File: config.mk
export PLATFORM = sky130hd
export DESIGN_NAME = pong_datapath
export DESIGN_NICKNAME = d
export VERILOG_FILES = /design/src/rtl/pong_pkg.sv /design/src/rtl/pong_axis_reg.sv /design/src/rtl/pong_datapath.sv
export SDC_FILE = /design/constraint.sdc
export NUM_CORES = 1
export LEC_CHECK = 0
export ABC_AREA = 1
export ABC_CLOCK_PERIOD_IN_PS = 4840
export CELL_PAD_IN_SITES_DETAIL_PLACEMENT = 1
export CELL_PAD_IN_SITES_GLOBAL_PLACEMENT = 1
export CORE_UTILIZATION = 44
export DETAILED_ROUTE_END_ITERATION = 6
export GPL_ROUTABILITY_DRIVEN = 1
export PLACE_DENSITY_LB_ADDON = 0.1
export SLEW_MARGIN = 30
export SYNTH_ARGS = -nofsm -noshare
export SYNTH_HDL_FRONTEND = slang
export SYNTH_SLANG_ARGS = --single-unit
File: constraint.sdc
create_clock -name clk -period 4.84 [get_ports clk]
set_input_delay 0.968 -clock clk [delete_from_list [all_inputs] [get_ports clk]]
set_output_delay 0.968 -clock clk [all_outputs]
set_load 0.02 [all_outputs]
File: src/rtl/pong_pkg.sv
// Shared encodings and constants for the Pong datapath: command selects,
// register widths, centre positions and the internal axis-register opcodes.
package pong_pkg;

   localparam int COORD_W = 10;
   localparam int SCORE_W = 4;
   localparam int CMP_W   = COORD_W + 1;

   localparam logic [COORD_W-1:0] BALL_X_CENTRE = 10'd316;
   localparam logic [COORD_W-1:0] BALL_Y_CENTRE = 10'd236;
   localparam logic [COORD_W-1:0] PAD_CENTRE    = 10'd208;

   // SIGN1 drives the direction flag to 1 (right for x, up for y).
   localparam logic [1:0] BALL_SEL_CENTRE = 2'd0;
   localparam logic [1:0] BALL_SEL_SIGN1  = 2'd1;
   localparam logic [1:0] BALL_SEL_SIGN0  = 2'd2;
   localparam logic [1:0] BALL_SEL_HOLD   = 2'd3;

   localparam logic [2:0] PAD_SEL_CENTRE = 3'd0;
   localparam logic [2:0] PAD_SEL_UP     = 3'd1;
   localparam logic [2:0] PAD_SEL_DOWN   = 3'd2;
   localparam logic [2:0] PAD_SEL_TOP    = 3'd3;
   localparam logic [2:0] PAD_SEL_BOTTOM = 3'd4;

   typedef enum logic [2:0] {
      AX_HOLD = 3'd0,
      AX_LOAD = 3'd1,
      AX_INC  = 3'd2,
      AX_DEC  = 3'd3,
      AX_MIN  = 3'd4,
      AX_MAX  = 3'd5
   } axis_op_e;

endpackage

File: src/rtl/pong_axis_reg.sv
// One coordinate register: load centre, step up/down with saturation, or
// clamp to either end of its range. Reset loads the centre.
module pong_axis_reg
   import pong_pkg::*;
#(
   parameter int             W      = COORD_W,
   parameter logic [W-1:0]   CENTRE = '0,
   parameter logic [W-1:0]   STEP   = 1,
   parameter logic [W-1:0]   HI     = '1,
   parameter bit             SAT_HI = 1'b1
) (
   input  logic         clk,
   input  logic         reset,
   input  logic         en,
   input  logic [2:0]   op,
   output logic [W-1:0] q
);

   function automatic logic [W-1:0] sat_add(input logic [W-1:0] a);
      logic [W:0] s;
      s = {1'b0, a} + {1'b0, STEP};
      if (SAT_HI && (s > {1'b0, HI}))
         return HI;
      return s[W-1:0];
   endfunction

   function automatic logic [W-1:0] sat_sub(input logic [W-1:0] a);
      if (a < STEP)
         return '0;
      return a - STEP;
   endfunction

   logic [W-1:0] q_nxt;

   always_comb begin
      q_nxt = q;
      case (op)
         AX_LOAD: q_nxt = CENTRE;
         AX_INC:  q_nxt = sat_add(q);
         AX_DEC:  q_nxt = sat_sub(q);
         AX_MIN:  q_nxt = '0;
         AX_MAX:  q_nxt = HI;
         default: q_nxt = q;
      endcase
   end

   always_ff @(posedge clk) begin
      if (reset)
         q <= CENTRE;
      else if (en)
         q <= q_nxt;
   end

endmodule

File: src/rtl/pong_datapath.sv
// Pong register/compare datapath: applies controller commands to ball, paddle
// and score registers and derives the status flags the controller branches on.
module pong_datapath
   import pong_pkg::*;
#(
   parameter int SCREEN_W    = 640,
   parameter int SCREEN_H    = 480,
   parameter int BALL_SIZE   = 8,
   parameter int PADDLE_W    = 8,
   parameter int PADDLE_H    = 64,
   parameter int PLAYER_X    = 16,
   parameter int AI_X        = 616,
   parameter int BALL_STEP   = 2,
   parameter int PADDLE_STEP = 4,
   parameter int WIN_SCORE   = 7,
   parameter int AI_DEADBAND = 4
) (
   input  logic                 clk,
   input  logic                 reset,
   input  logic [1:0]           sel_x_ball,
   input  logic                 en_x_ball,
   input  logic [1:0]           sel_y_ball,
   input  logic                 en_y_ball,
   input  logic [2:0]           sel_y_paddle,
   input  logic                 en_y_paddle,
   input  logic [2:0]           sel_y_ai,
   input  logic                 en_y_ai,
   input  logic                 sel_player_score,
   input  logic                 en_player_score,
   input  logic                 sel_ai_score,
   input  logic                 en_ai_score,
   output logic                 x_sign,
   output logic                 y_sign,
   output logic                 ball_too_high,
   output logic                 ball_too_low,
   output logic                 paddle_too_high,
   output logic                 paddle_too_low,
   output logic                 ai_too_high,
   output logic                 ai_too_low,
   output logic                 ai_up,
   output logic                 ai_down,
   output logic                 player_collision,
   output logic                 ai_collision,
   output logic                 player_scored,
   output logic                 ai_scored,
   output logic                 game_over,
   output logic [COORD_W-1:0]   ball_x,
   output logic [COORD_W-1:0]   ball_y,
   output logic [COORD_W-1:0]   paddle_y,
   output logic [COORD_W-1:0]   ai_y,
   output logic [SCORE_W-1:0]   player_score,
   output logic [SCORE_W-1:0]   ai_score
);

   localparam logic [CMP_W-1:0] C_SCREEN_W  = CMP_W'(SCREEN_W);
   localparam logic [CMP_W-1:0] C_SCREEN_H  = CMP_W'(SCREEN_H);
   localparam logic [CMP_W-1:0] C_BALL_SIZE = CMP_W'(BALL_SIZE);
   localparam logic [CMP_W-1:0] C_BALL_HALF = CMP_W'(BALL_SIZE / 2);
   localparam logic [CMP_W-1:0] C_PAD_W     = CMP_W'(PADDLE_W);
   localparam logic [CMP_W-1:0] C_PAD_H     = CMP_W'(PADDLE_H);
   localparam logic [CMP_W-1:0] C_PAD_HALF  = CMP_W'(PADDLE_H / 2);
   localparam logic [CMP_W-1:0] C_PLAYER_X  = CMP_W'(PLAYER_X);
   localparam logic [CMP_W-1:0] C_AI_X      = CMP_W'(AI_X);
   localparam logic [CMP_W-1:0] C_BSTEP     = CMP_W'(BALL_STEP);
   localparam logic [CMP_W-1:0] C_PSTEP     = CMP_W'(PADDLE_STEP);
   localparam logic [CMP_W-1:0] C_WIN       = CMP_W'(WIN_SCORE);
   localparam logic [CMP_W-1:0] C_DEADBAND  = CMP_W'(AI_DEADBAND);

   localparam logic [COORD_W-1:0] BALL_Y_MAX = COORD_W'(SCREEN_H - BALL_SIZE);
   localparam logic [COORD_W-1:0] PAD_Y_MAX  = COORD_W'(SCREEN_H - PADDLE_H);

   // sign1_inc: whether the "direction flag := 1" select moves the coordinate up.
   function automatic axis_op_e ball_op(input logic [1:0] sel, input logic sign1_inc);
      case (sel)
         BALL_SEL_CENTRE: return AX_LOAD;
         BALL_SEL_SIGN1:  return sign1_inc ? AX_INC : AX_DEC;
         BALL_SEL_SIGN0:  return sign1_inc ? AX_DEC : AX_INC;
         BALL_SEL_HOLD:   return AX_HOLD;
         default:         return AX_HOLD;
      endcase
   endfunction

   function automatic axis_op_e pad_op(input logic [2:0] sel);
      case (sel)
         PAD_SEL_CENTRE: return AX_LOAD;
         PAD_SEL_UP:     return AX_DEC;
         PAD_SEL_DOWN:   return AX_INC;
         PAD_SEL_TOP:    return AX_MIN;
         PAD_SEL_BOTTOM: return AX_MAX;
         default:        return AX_HOLD;
      endcase
   endfunction

   function automatic logic [SCORE_W-1:0] sat_inc_score(input logic [SCORE_W-1:0] s);
      if (s == '1)
         return s;
      return s + SCORE_W'(1);
   endfunction

   pong_axis_reg #(
      .W(COORD_W), .CENTRE(BALL_X_CENTRE), .STEP(COORD_W'(BALL_STEP)),
      .HI('1), .SAT_HI(1'b0)
   ) u_ball_x (
      .clk(clk), .reset(reset), .en(en_x_ball),
      .op(ball_op(sel_x_ball, 1'b1)), .q(ball_x)
   );

   pong_axis_reg #(
      .W(COORD_W), .CENTRE(BALL_Y_CENTRE), .STEP(COORD_W'(BALL_STEP)),
      .HI(BALL_Y_MAX), .SAT_HI(1'b1)
   ) u_ball_y (
      .clk(clk), .reset(reset), .en(en_y_ball),
      .op(ball_op(sel_y_ball, 1'b0)), .q(ball_y)
   );

   pong_axis_reg #(
      .W(COORD_W), .CENTRE(PAD_CENTRE), .STEP(COORD_W'(PADDLE_STEP)),
      .HI(PAD_Y_MAX), .SAT_HI(1'b1)
   ) u_paddle (
      .clk(clk), .reset(reset), .en(en_y_paddle),
      .op(pad_op(sel_y_paddle)), .q(paddle_y)
   );

   pong_axis_reg #(
      .W(COORD_W), .CENTRE(PAD_CENTRE), .STEP(COORD_W'(PADDLE_STEP)),
      .HI(PAD_Y_MAX), .SAT_HI(1'b1)
   ) u_ai (
      .clk(clk), .reset(reset), .en(en_y_ai),
      .op(pad_op(sel_y_ai)), .q(ai_y)
   );

   // Serve alternates direction: each centre load flips x_sign.
   always_ff @(posedge clk) begin
      if (reset) begin
         x_sign       <= 1'b1;
         y_sign       <= 1'b0;
         player_score <= '0;
         ai_score     <= '0;
      end else begin
         if (en_x_ball) begin
            case (sel_x_ball)
               BALL_SEL_CENTRE: x_sign <= ~x_sign;
               BALL_SEL_SIGN1:  x_sign <= 1'b1;
               BALL_SEL_SIGN0:  x_sign <= 1'b0;
               default:         x_sign <= x_sign;
            endcase
         end
         if (en_y_ball) begin
            case (sel_y_ball)
               BALL_SEL_SIGN1: y_sign <= 1'b1;
               BALL_SEL_SIGN0: y_sign <= 1'b0;
               default:        y_sign <= y_sign;
            endcase
         end
         if (en_player_score)
            player_score <= sel_player_score ? sat_inc_score(player_score) : '0;
         if (en_ai_score)
            ai_score <= sel_ai_score ? sat_inc_score(ai_score) : '0;
      end
   end

   logic [CMP_W-1:0] bx, by, py, ay, ball_c, ai_c;
   logic             player_ov, ai_ov;

   assign bx     = {1'b0, ball_x};
   assign by     = {1'b0, ball_y};
   assign py     = {1'b0, paddle_y};
   assign ay     = {1'b0, ai_y};
   assign ball_c = by + C_BALL_HALF;
   assign ai_c   = ay + C_PAD_HALF;

   assign ball_too_high   = by < C_BSTEP;
   assign ball_too_low    = (by + C_BALL_SIZE + C_BSTEP) > C_SCREEN_H;
   assign paddle_too_high = py < C_PSTEP;
   assign paddle_too_low  = (py + C_PAD_H + C_PSTEP) > C_SCREEN_H;
   assign ai_too_high     = ay < C_PSTEP;
   assign ai_too_low      = (ay + C_PAD_H + C_PSTEP) > C_SCREEN_H;

   assign player_ov = ((by + C_BALL_SIZE) > py) && (by < (py + C_PAD_H));
   assign ai_ov     = ((by + C_BALL_SIZE) > ay) && (by < (ay + C_PAD_H));

   assign player_collision = player_ov && !x_sign &&
                             (bx <= (C_PLAYER_X + C_PAD_W)) &&
                             ((bx + C_BALL_SIZE) > C_PLAYER_X);
   assign ai_collision     = ai_ov && x_sign &&
                             ((bx + C_BALL_SIZE) >= C_AI_X) &&
                             (bx < (C_AI_X + C_PAD_W));

   // A paddle hit on the same cycle as the edge condition suppresses the point.
   assign ai_scored     = (bx < C_BSTEP) && !player_collision;
   assign player_scored = ((bx + C_BALL_SIZE + C_BSTEP) > C_SCREEN_W) && !ai_collision;

   assign game_over = (CMP_W'(player_score) >= C_WIN) || (CMP_W'(ai_score) >= C_WIN);

   assign ai_up   = (ball_c + C_DEADBAND) < ai_c;
   assign ai_down = ball_c > (ai_c + C_DEADBAND);

endmodule

=== Yosys cells after proc, flatten, opt, wreduce, memory -nomap -nowiden ===
Index checks and enable logic that the tools add are counted.

* Flip-flop bits (word level): 50
* Bits in latches: 0
* Bits in writable memories: 0
* Bits in read-only memories: 0
* Word-level logic and storage cells: 176
* Memories: 0

* Add/subtract/negate cells: 22
* Multipliers: 0
* Divide/modulo/power cells: 0
* Order comparisons: 27
* Equal/unequal tests: 38
* Shift-type cells: 0
* Muxes and demuxes: 48
* Bitwise logic cells: 1
* Reductions and logical operators: 32

{| class="wikitable"
|+ Operator list
! operator !! count
|-
| $pmux 10 s5 || 4
|-
| $mux 10 || 14
|-
| $gt 11x9->1 const B || 6
|-
| $add 11x3->11 const B || 4
|-
| $lt 10x2->1 const B || 4
|-
| $lt 10x3->1 const B || 4
|-
| $eq 3x2->1 const B || 12
|-
| $add 10x3->11 const B || 3
|-
| $eq 3x3->1 const B || 10
|-
| $pmux 3 s5 || 2
|-
| $pmux 3 s4 || 2
|-
| $add 10x4->11 const B || 2
|-
| $add 10x7->11 const B || 2
|-
| $add 11x2->11 const B || 2
|-
| $gt 11x10->1 || 2
|-
| $lt 10x11->1 || 2
|-
| $mux 1 || 20
|-
| $reduce_bool 5->1 || 4
|-
| $sub 10x2->10 const B || 2
|-
| $sub 10x3->10 const B || 2
|-
| $eq 3x1->1 const B || 6
|-
| $mux 4 || 4
|-
| $reduce_and 2->1 || 8
|-
| $add 10x2->11 const B || 1
|-
| 25 further kinds || 46
|}

=== Longest topological paths before layout ===
* Depth after elaboration: 8
* Depth in mapped cells: 17
* Gate-level depth less buffers: 17

=== By module ===
A second synthesis with hierarchy kept.

* Cells, all modules: 1,171
* Area total of the unflattened synthesis: 7,009.2 um2

{| class="wikitable"
|+ Modules (own cells, without submodules)
! module !! times used !! cells each !! area each (um2) !! seq. area each (um2)
|-
| pong_datapath || 1 || 583 || 3,622.2 || 200.2
|-
| pong_axis_reg at u_ai ... || 2 || 133 || 780.7 || 160.2
|-
| pong_axis_reg at u_ball_x || 1 || 161 || 919.6 || 200.2
|-
| pong_axis_reg at u_ball_y || 1 || 161 || 905.9 || 180.2
|}

=== Least setup slack after synthesis ===
No wires, ideal clock.

* Path type: register to output
* From: reg u_ball_y.q[3]
* To: out ai_up
* Arrival: 2,722 ps
* Required time: 3,872 ps
* Path slack: 1,150 ps
* Cell stages (with the launch flop): 18
* Path buffers: 0
* Path through: dfxtp_1 ha_1 inv_1 nand2_1 nand2_1 inv_1 nand2_1 nor2_1 nand2_1 nor2_2 xnor2_1 inv_1 ha_1 nand2_1 nor3_1 nand2_1 o311ai_0 a31oi_1

* Cells in the longest elaborated chain, start to end: 3

{| class="wikitable"
|+ Ends and longest elaborated chain
! item !! RTL line !! RTL
|-
| start: declaration || pong_axis_reg.sv:16 || <nowiki>output logic [W-1:0] q</nowiki>
|-
| start signal: assignment || pong_axis_reg.sv:51 || <nowiki>q <= q_nxt;</nowiki>
|-
| $add 10x3->11 || pong_datapath.sv:169 || <nowiki>assign ball_c = by + C_BALL_HALF;</nowiki>
|-
| $add 11x3->11 || pong_datapath.sv:195 || <nowiki>assign ai_up = (ball_c + C_DEADBAND) < ai_c;</nowiki>
|-
| $lt 11x11->1 || pong_datapath.sv:195 ||
|-
| end: declaration || pong_datapath.sv:40 || <nowiki>output logic ai_up,</nowiki>
|}

Every way passes these cells.

=== Worst setup path in the final report ===
* From: reg u_ai.q[6]
* To: out ai_down

* Cells in the longest elaborated chain, start to end: 3

{| class="wikitable"
|+ Ends and longest elaborated chain
! item !! RTL line !! RTL
|-
| start: declaration || pong_axis_reg.sv:16 ||
|-
| start signal: assignment || pong_axis_reg.sv:51 ||
|-
| $add 10x6->11 || pong_datapath.sv:170 || <nowiki>assign ai_c = ay + C_PAD_HALF;</nowiki>
|-
| $add 11x3->11 || pong_datapath.sv:196 || <nowiki>assign ai_down = ball_c > (ai_c + C_DEADBAND);</nowiki>
|-
| $gt 11x11->1 || pong_datapath.sv:196 ||
|-
| end: declaration || pong_datapath.sv:41 || <nowiki>output logic ai_down,</nowiki>
|}

Every way passes these cells.

==> impl_results.md <==
* Worst-Margin Slew at 766 ps
* RSZ-0062 raised after global routing: no
* CP required at 3870 ps
* Final Setup Violations at 0
* Hold Vio Cnt, Final at 0
* Die W at 122 um
* Seq. cell area at 882 um^2
* Clk_skew at 9.47 ps
* Synth Area in XOR/XNOR at 0.0793
* Yosys top cell area share at 0.176
* Slowest CP cell: clkdlybuf4s50_1
* Sequential fraction of the synthesis area at 0.138
* Reg2reg setup slack at 2450 ps
* Post-synthesis compound-gate area fraction at 0.154
* NetSw at 567 uW
* Die Y at 122 um
* Arr. time, crit path at 3570 ps
* Worst Setup End Kind: output pin
* Top_reg_cell synth: dfxtp_1
* CTS tree: built
* Initial antenna violation count at 0
* Main combinational cell family by area after synthesis: simple AND/OR/NAND/NOR gates
* Clock Latency Late Sink at 310 ps
* Final wirelength at 20.7 mm
* Most Frequent Cell on Critical Path: nand2_1
* Port buffer count at 76
* Clock Pin Slew Worst Setup and Hold Paths at 80 ps
* Multi-input logic area at 4800 um^2
* Hold Crit Start: player_score[1]
* Avg Cell Area, Syn at 6.39 um^2
* Highest clock rate at 221 MHz
* Vias in the first global route at 6,886
* Final GP Congestion at 0.877
* FF-to-FF Start: u_ball_y.q[1]
* Tcrit/Tclk final at 0.937
* Max cap viols at 0
* Synth top area cells: ha_1, nand2_1, dfxtp_1
* I/O pin cnt at 83
* Diode count at 0
* Hold WC Path Type: reg -> reg
* Synth Area in Simple Gates at 0.340
* Post-synth EDFFs at 0
* Mapped Area at 6390 um^2
* Sw frac at 0.405
* H-tree depth at 2
* Final Max Slew Viols at 0
* Layout cells sized above 1 at 0.0917
* Rel. slew slack at 0.487
* Wire per inst at 16.6 um
* Setup CP Type: reg -> out
* Total CTS buffers at 5
* Leak at 0.00354 uW
* Seq pwr share at 0.297
* Remaining antenna violation count at 0
* Reg2reg path depth at 12
* Post-synth ARST share at 0
* Yosys top cell by area: ha_1
* Post CTS Setup Buffer Count at 0
* First-pass GRT wire length at 33.8 mm
* Root Driver: clkbuf_16
* Max VDD drop at 0.000135 V
* Int Pwr at 833 uW
* Synth warn at 0
* Cell Area, Placed at 7270 um^2
* Design Area, Final at 7450 um^2
* Status: finished, final reports clean
* CTS Hold Bufs at 0
* Placement row count at 43
* Gr ovfl total at 0
* Synth Instances at 1,000
* Drt first-iter violations at 288
* Yosys reg bits at 44
* Startpoint Class: register
* Gr usage total at 0.285
* Crit-path max FO at 9
* Crit path time final at 4530 ps
* Clock power share at 0.309
* CTS sink count at 44
* CP Cell Sequence: ha_1 > nand2_1 > o21ai_0 > nor3_1 > xor2_1 > ha_1 > nand2_1 > nor2_1 > nand2_1 > a32o_1 > inv_1 > clkdlybuf4s50_1
* Largest net degree at the start of global routing at 31
* Initial Util at 0.455
* Vias per inst at 5.52
* Reg-to-Reg End: u_ball_y.q[2]
* Synth cell types at 52
* Final-stage net count at 1,178
* WHS Path Cells at 2
* Mux cell area share after synthesis at 0
* Setup TNS at 0 ps
* Die area at 15,000 um^2
* WHS Endpoint: player_score[1]
* Fill cells at 1,952
* Total core area at 14,000 um^2
* Adder-cell share of the synthesized area at 0.176
* DRC at 0
* Drt first pass iters at 5
* Fin util at 0.530
* Post_cts resized at 0
* Delay of the slowest critical-path stage at 590 ps
* Routed vias at 6,897
* CTS max path bufs at 2
* Comb power frac at 0.394
* Pwr dens at 188 nW/um^2
* HPWL Detailed at 16.5 mm
* P&R area growth vs syn at 16.6%
-- cells in the final DEF (no fill, tap or decap), types with 5 or more instances in the layout --
cell type,n
nand2_1,236
nand2_2,11
dfxtp_1,43
inv_2,22
a21oi_1,77
clkdlybuf4s50_1,76
nor2_4,7
a31oi_1,5
inv_1,117
nand3_1,60
xor2_1,41
nor2_2,15
buf_4,9
nor2_1,79
conb_1,6
o21ai_1,14
o211ai_1,14
nor3_1,11
o21ai_0,37
nand3_2,7
clkbuf_16,5
nand4_1,21
ha_1,90
xnor2_1,10
nor4_1,5
-- cell families after synthesis --
logic type,after synthesis
and+or+nand+nor,467
DFF,44
adders and majority gates,90
other,1
xor gates and xnor gates,54
buffers and inverters,171
AOI/OAI and AO/OA,173
-- metal layers --
| metal | GRT usage | vias to the layer above | routed length, um |
|---|---|---|---|
| met1 | 0.359 | 3281 | 9460 |
| met3 | 0.0395 | 40 | 888 |
| met2 | 0.496 | 178 | 9820 |
| met4 | 0.0953 | 0 | 537 |
| met5 | 0 | - | 0 |
| li1 | - | 3398 | - |
-- registers in the layout, indices dropped and copies added (netlist names) --
name,count
u_ball_x.q,9
u_ball_y.q,9
u_ai.q,8
u_paddle.q,8
ai_score,4
player_score,4
x_sign,1
y_sign,1
-- through the flow --
step | worst slack (ps) | instances | hold slack (ps) | power, uW
CTS | 185 | 1249 | 518 | 1410
detailed placement | 525 | 1241 | 505 | 971
finish | 306 | 1249 | 515 | 1400
global placement | 689 | 1241 | 500 | 957
floorplan | 1150 | 1005 | 568 | 790
global route | 100 | 1249 | 531 | 1490
-- critical path, delay by kind of cell (launching register included) --
family	cells	cell delay, ps
xor+xnor	1	170
simple gates	5	570
buf+inv	2	640
compound gates	2	780
fa+ha+maj	2	550
flops	1	520
-- cell usage after synthesis (3+ instances only) --
cell type and instances:
o21ai_1 14, dfxtp_1 44, nand2_2 11, o21ai_0 37
a31oi_1 5, nand3_2 7, nand2_4 3, nor3_4 3
a211oi_1 3, inv_1 117, nand3_1 60, clkbuf_1 7
buf_2 5, o22ai_1 3, nand4_1 21, inv_2 22
ha_1 90, xor2_1 41, nor2_1 79, xnor2_1 10
o21bai_1 3, o211ai_1 14, nor2_2 15, o21a_1 3
o31ai_1 3, nand2_1 236, nor4_1 5, nor3_1 11
buf_4 14, nor2_4 7, a21boi_0 3, a21oi_1 77
-- power by group through the flow --
| stage | logic, uW | registers (uW) | clock network, uW |
|---|---|---|---|
| 2_1_floorplan | 359 | 431 | 0 |
| 3_3_place_gp | 534 | 423 | 0 |
| 3_5_place_dp | 547 | 424 | 0 |
| 4_1_cts | 551 | 415 | 440 |
| 5_1_grt | 615 | 420 | 452 |
| 6_report | 552 | 416 | 433 |
-- worst max path at each step --
stage / endpoint / from
2_1_floorplan: ai_up / u_ball_y.q[3]
3_3_place_gp: player_scored / u_ball_y.q[3]
3_5_place_dp: ai_up / u_ball_y.q[3]
4_1_cts: ai_up / u_ball_y.q[3]
5_1_grt: ai_up / u_ball_y.q[3]
6_report: ai_down / u_ai.q[6]
-- area by class of cell --
cell class | instances | area share
sequential | 44 | 0.118
multi-input combinational | 790 | 0.645
inverter | 142 | 0.0719
tap | 180 | 0.0302
clock buffer | 5 | 0.0168
timing repair buffer | 85 | 0.111
clock inverter | 3 | 0.00622
Note: power is estimated with default switching activity, not from simulation.
